$ cat src/rtl/pipeline_run_ctrl.sv
// Run-control sequencer for the 5-stage MIPS pipeline: run/step/drain/halt gating, halt kill, RF dump.
// Latency: every output is registered; an accepted command takes effect on the following cycle.
// Backpressure: o_cmd_ready drops outside IDLE/RUN/HALTED; dump beats hold until i_dump_ready. Option: RUN_CTRL_CYCLE_CNT_EN.
module pipeline_run_ctrl #(
    parameter int NUM_REGS     = 32,
    parameter int DRAIN_CYCLES = 4,
    localparam int AW          = (NUM_REGS > 1) ? $clog2(NUM_REGS) : 1
) (
    input  logic          clk,
    input  logic          reset,
    input  logic          i_cmd_valid,
    input  logic [1:0]    i_cmd,
    output logic          o_cmd_ready,
    input  logic          i_halt_detected,
    output logic          o_fetch_enable,
    output logic          o_pipe_enable,
    output logic          o_pipe_flush,
    output logic [AW-1:0] o_rf_dbg_addr,
    input  logic [31:0]   i_rf_dbg_data,
    output logic          o_dump_valid,
    output logic [31:0]   o_dump_data,
    output logic          o_dump_last,
    input  logic          i_dump_ready,
    output logic [2:0]    o_state,
    output logic [31:0]   o_cycle_count
);

    localparam int DCW = (DRAIN_CYCLES > 0) ? $clog2(DRAIN_CYCLES + 1) : 1;
    localparam logic [AW-1:0] LAST_ADDR = AW'(NUM_REGS - 1);

    localparam logic [1:0] CMD_RUN  = 2'b00;
    localparam logic [1:0] CMD_STEP = 2'b01;
    localparam logic [1:0] CMD_DUMP = 2'b10;
    localparam logic [1:0] CMD_HALT = 2'b11;

    typedef enum logic [2:0] {
        ST_IDLE      = 3'd0,
        ST_RUN       = 3'd1,
        ST_STEP      = 3'd2,
        ST_DRAIN     = 3'd3,
        ST_HALTED    = 3'd4,
        ST_DUMP_ADDR = 3'd5,
        ST_DUMP_SEND = 3'd6
    } state_t;

    state_t         state_q;
    state_t         state_n;
    logic [DCW-1:0] drain_q;
    logic [DCW-1:0] drain_n;
    logic           origin_halted_q;
    logic           origin_halted_n;
    logic [AW-1:0]  addr_n;
    logic           flush_n;
    logic           cmd_acc;

    logic           fetch_n;
    logic           pipe_n;
    logic           ready_n;
    logic           valid_n;
    logic           last_n;
    logic [31:0]    data_n;

    assign cmd_acc = i_cmd_valid && o_cmd_ready;
    assign o_state = state_q;

    always_comb begin
        state_n         = state_q;
        drain_n         = drain_q;
        origin_halted_n = origin_halted_q;
        addr_n          = o_rf_dbg_addr;
        flush_n         = 1'b0;

        case (state_q)
            ST_IDLE, ST_HALTED: begin
                if (cmd_acc) begin
                    case (i_cmd)
                        CMD_RUN:  state_n = ST_RUN;
                        CMD_STEP: state_n = ST_STEP;
                        CMD_DUMP: begin
                            state_n         = ST_DUMP_ADDR;
                            addr_n          = '0;
                            origin_halted_n = (state_q == ST_HALTED);
                        end
                        default: state_n = state_q;
                    endcase
                end
            end

            ST_RUN: begin
                // A retiring HALT beats a same-cycle HALT command: kill younger work, skip the drain.
                if (i_halt_detected) begin
                    state_n = ST_HALTED;
                    flush_n = 1'b1;
                end else if (cmd_acc && (i_cmd == CMD_HALT)) begin
                    state_n = ST_DRAIN;
                    drain_n = DCW'(DRAIN_CYCLES);
                end
            end

            ST_STEP: begin
                state_n = ST_HALTED;
                flush_n = i_halt_detected;
            end

            ST_DRAIN: begin
                if (i_halt_detected) begin
                    state_n = ST_HALTED;
                    flush_n = 1'b1;
                    drain_n = '0;
                end else if (drain_q <= DCW'(1)) begin
                    state_n = ST_HALTED;
                    drain_n = '0;
                end else begin
                    drain_n = drain_q - DCW'(1);
                end
            end

            ST_DUMP_ADDR: state_n = ST_DUMP_SEND;

            ST_DUMP_SEND: begin
                if (i_dump_ready) begin
                    if (o_dump_last) begin
                        state_n = origin_halted_q ? ST_HALTED : ST_IDLE;
                        addr_n  = '0;
                    end else begin
                        state_n = ST_DUMP_ADDR;
                        addr_n  = o_rf_dbg_addr + AW'(1);
                    end
                end
            end

            default: state_n = ST_IDLE;
        endcase
    end

    // Output flops are loaded from the next state so they line up with o_state.
    always_comb begin
        fetch_n = (state_n == ST_RUN) || (state_n == ST_STEP);
        pipe_n  = fetch_n || (state_n == ST_DRAIN);
        ready_n = (state_n == ST_IDLE) || (state_n == ST_RUN) || (state_n == ST_HALTED);
        valid_n = (state_n == ST_DUMP_SEND);
        last_n  = (state_n == ST_DUMP_SEND) && (addr_n == LAST_ADDR);
        data_n  = (state_q == ST_DUMP_ADDR) ? i_rf_dbg_data : o_dump_data;
    end

    always_ff @(posedge clk) begin
        if (reset) begin
            state_q         <= ST_IDLE;
            drain_q         <= '0;
            origin_halted_q <= 1'b0;
            o_rf_dbg_addr   <= '0;
            o_cmd_ready     <= 1'b0;
            o_fetch_enable  <= 1'b0;
            o_pipe_enable   <= 1'b0;
            o_pipe_flush    <= 1'b0;
            o_dump_valid    <= 1'b0;
            o_dump_last     <= 1'b0;
            o_dump_data     <= '0;
        end else begin
            state_q         <= state_n;
            drain_q         <= drain_n;
            origin_halted_q <= origin_halted_n;
            o_rf_dbg_addr   <= addr_n;
            o_cmd_ready     <= ready_n;
            o_fetch_enable  <= fetch_n;
            o_pipe_enable   <= pipe_n;
            o_pipe_flush    <= flush_n;
            o_dump_valid    <= valid_n;
            o_dump_last     <= last_n;
            o_dump_data     <= data_n;
        end
    end

`ifdef RUN_CTRL_CYCLE_CNT_EN
    logic [31:0] cycle_cnt_q;

    always_ff @(posedge clk) begin
        if (reset) begin
            cycle_cnt_q <= '0;
        end else if (o_pipe_enable && (cycle_cnt_q != 32'hFFFF_FFFF)) begin
            cycle_cnt_q <= cycle_cnt_q + 32'd1;
        end
    end

    assign o_cycle_count = cycle_cnt_q;
`else
    assign o_cycle_count = 32'h0;
`endif

endmodule
$ cat config.mk
export PLATFORM = sky130hd
export DESIGN_NAME = pipeline_run_ctrl
export DESIGN_NICKNAME = d
export VERILOG_FILES = /design/src/rtl/pipeline_run_ctrl.sv
export SDC_FILE = /design/constraint.sdc
export NUM_CORES = 1
export LEC_CHECK = 0
export BUFFER_PORTS_ARGS = -buffer_cell sky130_fd_sc_hd__buf_4
export CAP_MARGIN = 20
export CORE_MARGIN = 1.5
export CORE_UTILIZATION = 49
export DETAILED_ROUTE_END_ITERATION = 16
export PLACE_DENSITY_LB_ADDON = 0.2
export SLEW_MARGIN = 25
export SYNTH_ARGS = -nofsm -noshare
export SYNTH_HDL_FRONTEND = slang
export SYNTH_SLANG_ARGS = --single-unit
export TNS_END_PERCENT = 100
$ cat constraint.sdc
create_clock -name clk -period 2.8 [get_ports clk]
set_input_delay 0.56 -clock clk [delete_from_list [all_inputs] [get_ports clk]]
set_output_delay 0.56 -clock clk [all_outputs]
set_load 0.01 [all_outputs]
==> metrics.md <==
| Metric | Value |
|---|---|
| DR vias/cell | `4.920` |
| Post-synth design cell area | `about 2400 sq um` |
| Tmin final | `1960 ps` |
| HP Class | `flop to flop` |
| Vias in the first global route | `1906` |
| Slew Limit Fails | `0` |
| Slew @ Worst Pin | `557.4 ps` |
| Initial antenna violation count | `0` |
| Fraction of registers with async set/reset | `0` |
| 1st-pass router iterations | `5` |
| Worst EP arrival | `2180 ps` |
| R2R Path End | `o_dump_last` |
| Cell count after placement | `about 420` |
| Status | `completed` |
| DP HPWL | `3727 um` |
| Fmax | `approximately 0.51 GHz` |
| Tot Pwr | `1.332 mW` |
| Leading area contributor after synthesis | `dfxtp_1` |
| Crit start category | `flop` |
| EDFF count, synth | `0` |
| I/O pin count | `117` |
| Die Height | `72.77 um` |
| Clock Path Buffers | `2` |
| Tcrit/Tclk final | `0.7000` |
| Synth Flop Type | `dfxtp_1` |
| Maximum vdd drop | `0.3224 mV` |
| Static leakage | `1.295 nW` |
| CTS Sinks | `50` |
| Final hold slack | `458.0 ps` |
| R2r setup slk | `840 ps` |
| GRT Residual Overflow | `0` |
| DRT Wirelength | `5237 um` |
| R2R depth | `5` |
| Largest net degree at the start of global routing | `49` |
| Row count | `25` |
| Remaining antenna violation count | `0` |
| Post-CTS Setup Bufs | `0` |
| Post-Place Setup Slack | `between 800 and 900 ps` |
| Area of the die | `between 5000 and 6000 sq um` |
| Ant diodes | `0` |
| Drt drc | `0` |
| Post-synth top area share | `0.4197` |
| Tot GR Track Use | `0.1957` |
| Clock latency on the worst-skew pair | `300 ps` |
| Die X | `approximately 73 um` |
| WL per Instance | `between 10 and 15 um` |
| Hold Crit Endpoint | `o_dump_data[17]` |
| CTS clk-pin slew, worst paths | `roughly 100 ps` |
| MaxCap Viol Count | `0` |
| Synth Instances | `295` |
| GPL Wtd Cong | `0.8426` |
| Avg Cell Area, Syn | `8.084 sq um` |
| H-tree levels | `2` |
| RSZ-0062 raised after global routing | `false` |
| Ys Warns | `0` |
| Post-synth cell types | `45` |
| Cts hold-fix bufs | `0` |
| CTS-repair resized insts | `0` |
| Count of non-filler cells in the finished layout | `about 430` |
| Syn-to-layout area delta | `25.29%` |
| Setup violators final | `0` |
| Via Count | `~2100` |
| Worst setup margin | `840.1 ps` |
| Root buffer cell | `clkbuf_8` |
| WHS Path Cells | `2` |
| Power Density | `445.9 nW/um^2` |
| Sequential element share of the synthesized area | `0.4197` |
| Synth Register Bits | `50` |
| Final hold vios | `0` |
| Starting Density | `0.5083` |
| Drt initial violations | `115` |
| Hold Path Origin | `o_dump_data[17]` |
| Ratio of cells with drive above 1 in the final layout | `0.2803` |
| CP endpoint kind | `flop` |
| Crit-path max FO | `14` |
| Num CTS Buffers | `5` |
| CP Class | `flop to flop` |
| CP required | `3020 ps` |
| Global-route wire length before repair | `between 8000 and 9000 um` |
| CTS tree | `built` |
| Relative slew slack | `0.6279` |
| Final setup TNS | `0 ps` |
| Core Area | `4692 sq um` |
| Synth area leaders | `dfxtp_1 (42%), nand2_1 (11%), buf_4 (11%), a21oi_1 (8.0%), nor2_1 (2.7%)` |
| Number of port buffers | `between 80 and 90` |
| Reg-to-Reg Start | `o_state[1]` |
| Nets@finish | `412` |
| Clock Skews | `8.992 ps` |
## synth_stat cells, types with 3 or more instances
library cell,number
dfxtp_1,50
nand2_1,71
a21oi_1,38
nor2_1,17
ha_1,3
buf_2,6
buf_4,34
nor2b_1,8
nor3_1,6
inv_1,4
o21ai_1,3
clkbuf_1,8
## registers in the layout, summed over array words and instances (netlist names)
| name | flops |
|---|---|
| o_dump_data | 32 |
| o_rf_dbg_addr | 5 |
| drain_q | 3 |
| o_state | 3 |
| o_cmd_ready | 1 |
| o_dump_last | 1 |
| o_dump_valid | 1 |
| o_fetch_enable | 1 |
| o_pipe_enable | 1 |
| o_pipe_flush | 1 |
| origin_halted_q | 1 |
## placed cells by master (no fill, tap or decap), drive strengths merged, types with 3 or more instances in the layout
cell and count:
buf 86, clkbuf 6, nand2 71, inv 6, dfxtp 50, o21ai 5
nor3b 3, nor2b 8, nor3 6, a21oi 38, conb 32, nor2 17
ha 3
## final cells by class
type	count	area, sq um
clock buffers	6	82.58
clock inverters	2	12.51
flip-flops and latches	50	1001
well taps	54	67.56
repair buffers	86	645.6
multi-input cells	221	1156
fillers	441	1704
inverters	6	22.52
## worst max path at each step
stage                start           to  slack (ps)  cells past startpoint
2_1_floorplan     i_cmd[0]  o_dump_last        1020                      6
3_3_place_gp   i_cmd_valid  o_dump_last         890                      6
3_5_place_dp   i_cmd_valid  o_dump_last         840                      6
4_1_cts         o_state[1]  o_dump_last         850                      5
5_1_grt         o_state[1]  o_dump_last         670                      5
6_report        o_state[1]  o_dump_last         840                      5
## stage by stage
stage / utilization / instance area (sq um)
2_1_floorplan: - / 2501
3_3_place_gp: 0.6165 / 2893
3_5_place_dp: 0.6165 / 2893
4_1_cts: 0.6368 / 2988
5_1_grt: 0.6368 / 2988
6_report: 0.6368 / 2988
## cell families (layout without fill, tap and decap cells)
| family | Yosys count | after routing | share of synthesized area |
|---|---|---|---|
| fa+ha+maj | 3 | 3 | 0.01574 |
| mux | 3 | 3 | 0.01312 |
| compound gates | 61 | 61 | 0.1569 |
| flops | 50 | 50 | 0.4197 |
| buf+inv | 55 | 100 | 0.1464 |
| simple gates | 120 | 120 | 0.2392 |
| xor+xnor | 2 | 2 | 0.007347 |
| other cells | 1 | 32 | 0.001572 |
## layer usage
metal,track usage,vias to the layer above,wire (um)
met5,0,-,0
met4,0.05660,0,54
met3,0.06906,5,375
met2,0.3262,76,2491
met1,0.2383,946,2315
li1,-,1064,-
## critical path, cell delays in order (launching register included)
cell and delay [ps]:
dfxtp_1 660, nor2_1 190, and3_1 290, o22ai_1 140, or3b_1 380, nor4b_2 220
## where the power goes
group | internal, mW | switching [mW] | leakage (nW) | total (mW)
Sequential | 0.723 | 0.0171 | 0.404 | 0.740
Clock | 0.199 | 0.241 | 0.0472 | 0.440
Combinational | 0.0719 | 0.0805 | 0.844 | 0.152
Total | 0.994 | 0.339 | 1.29 | 1.33
No activity file was read; power rests on OpenSTA's default activity.
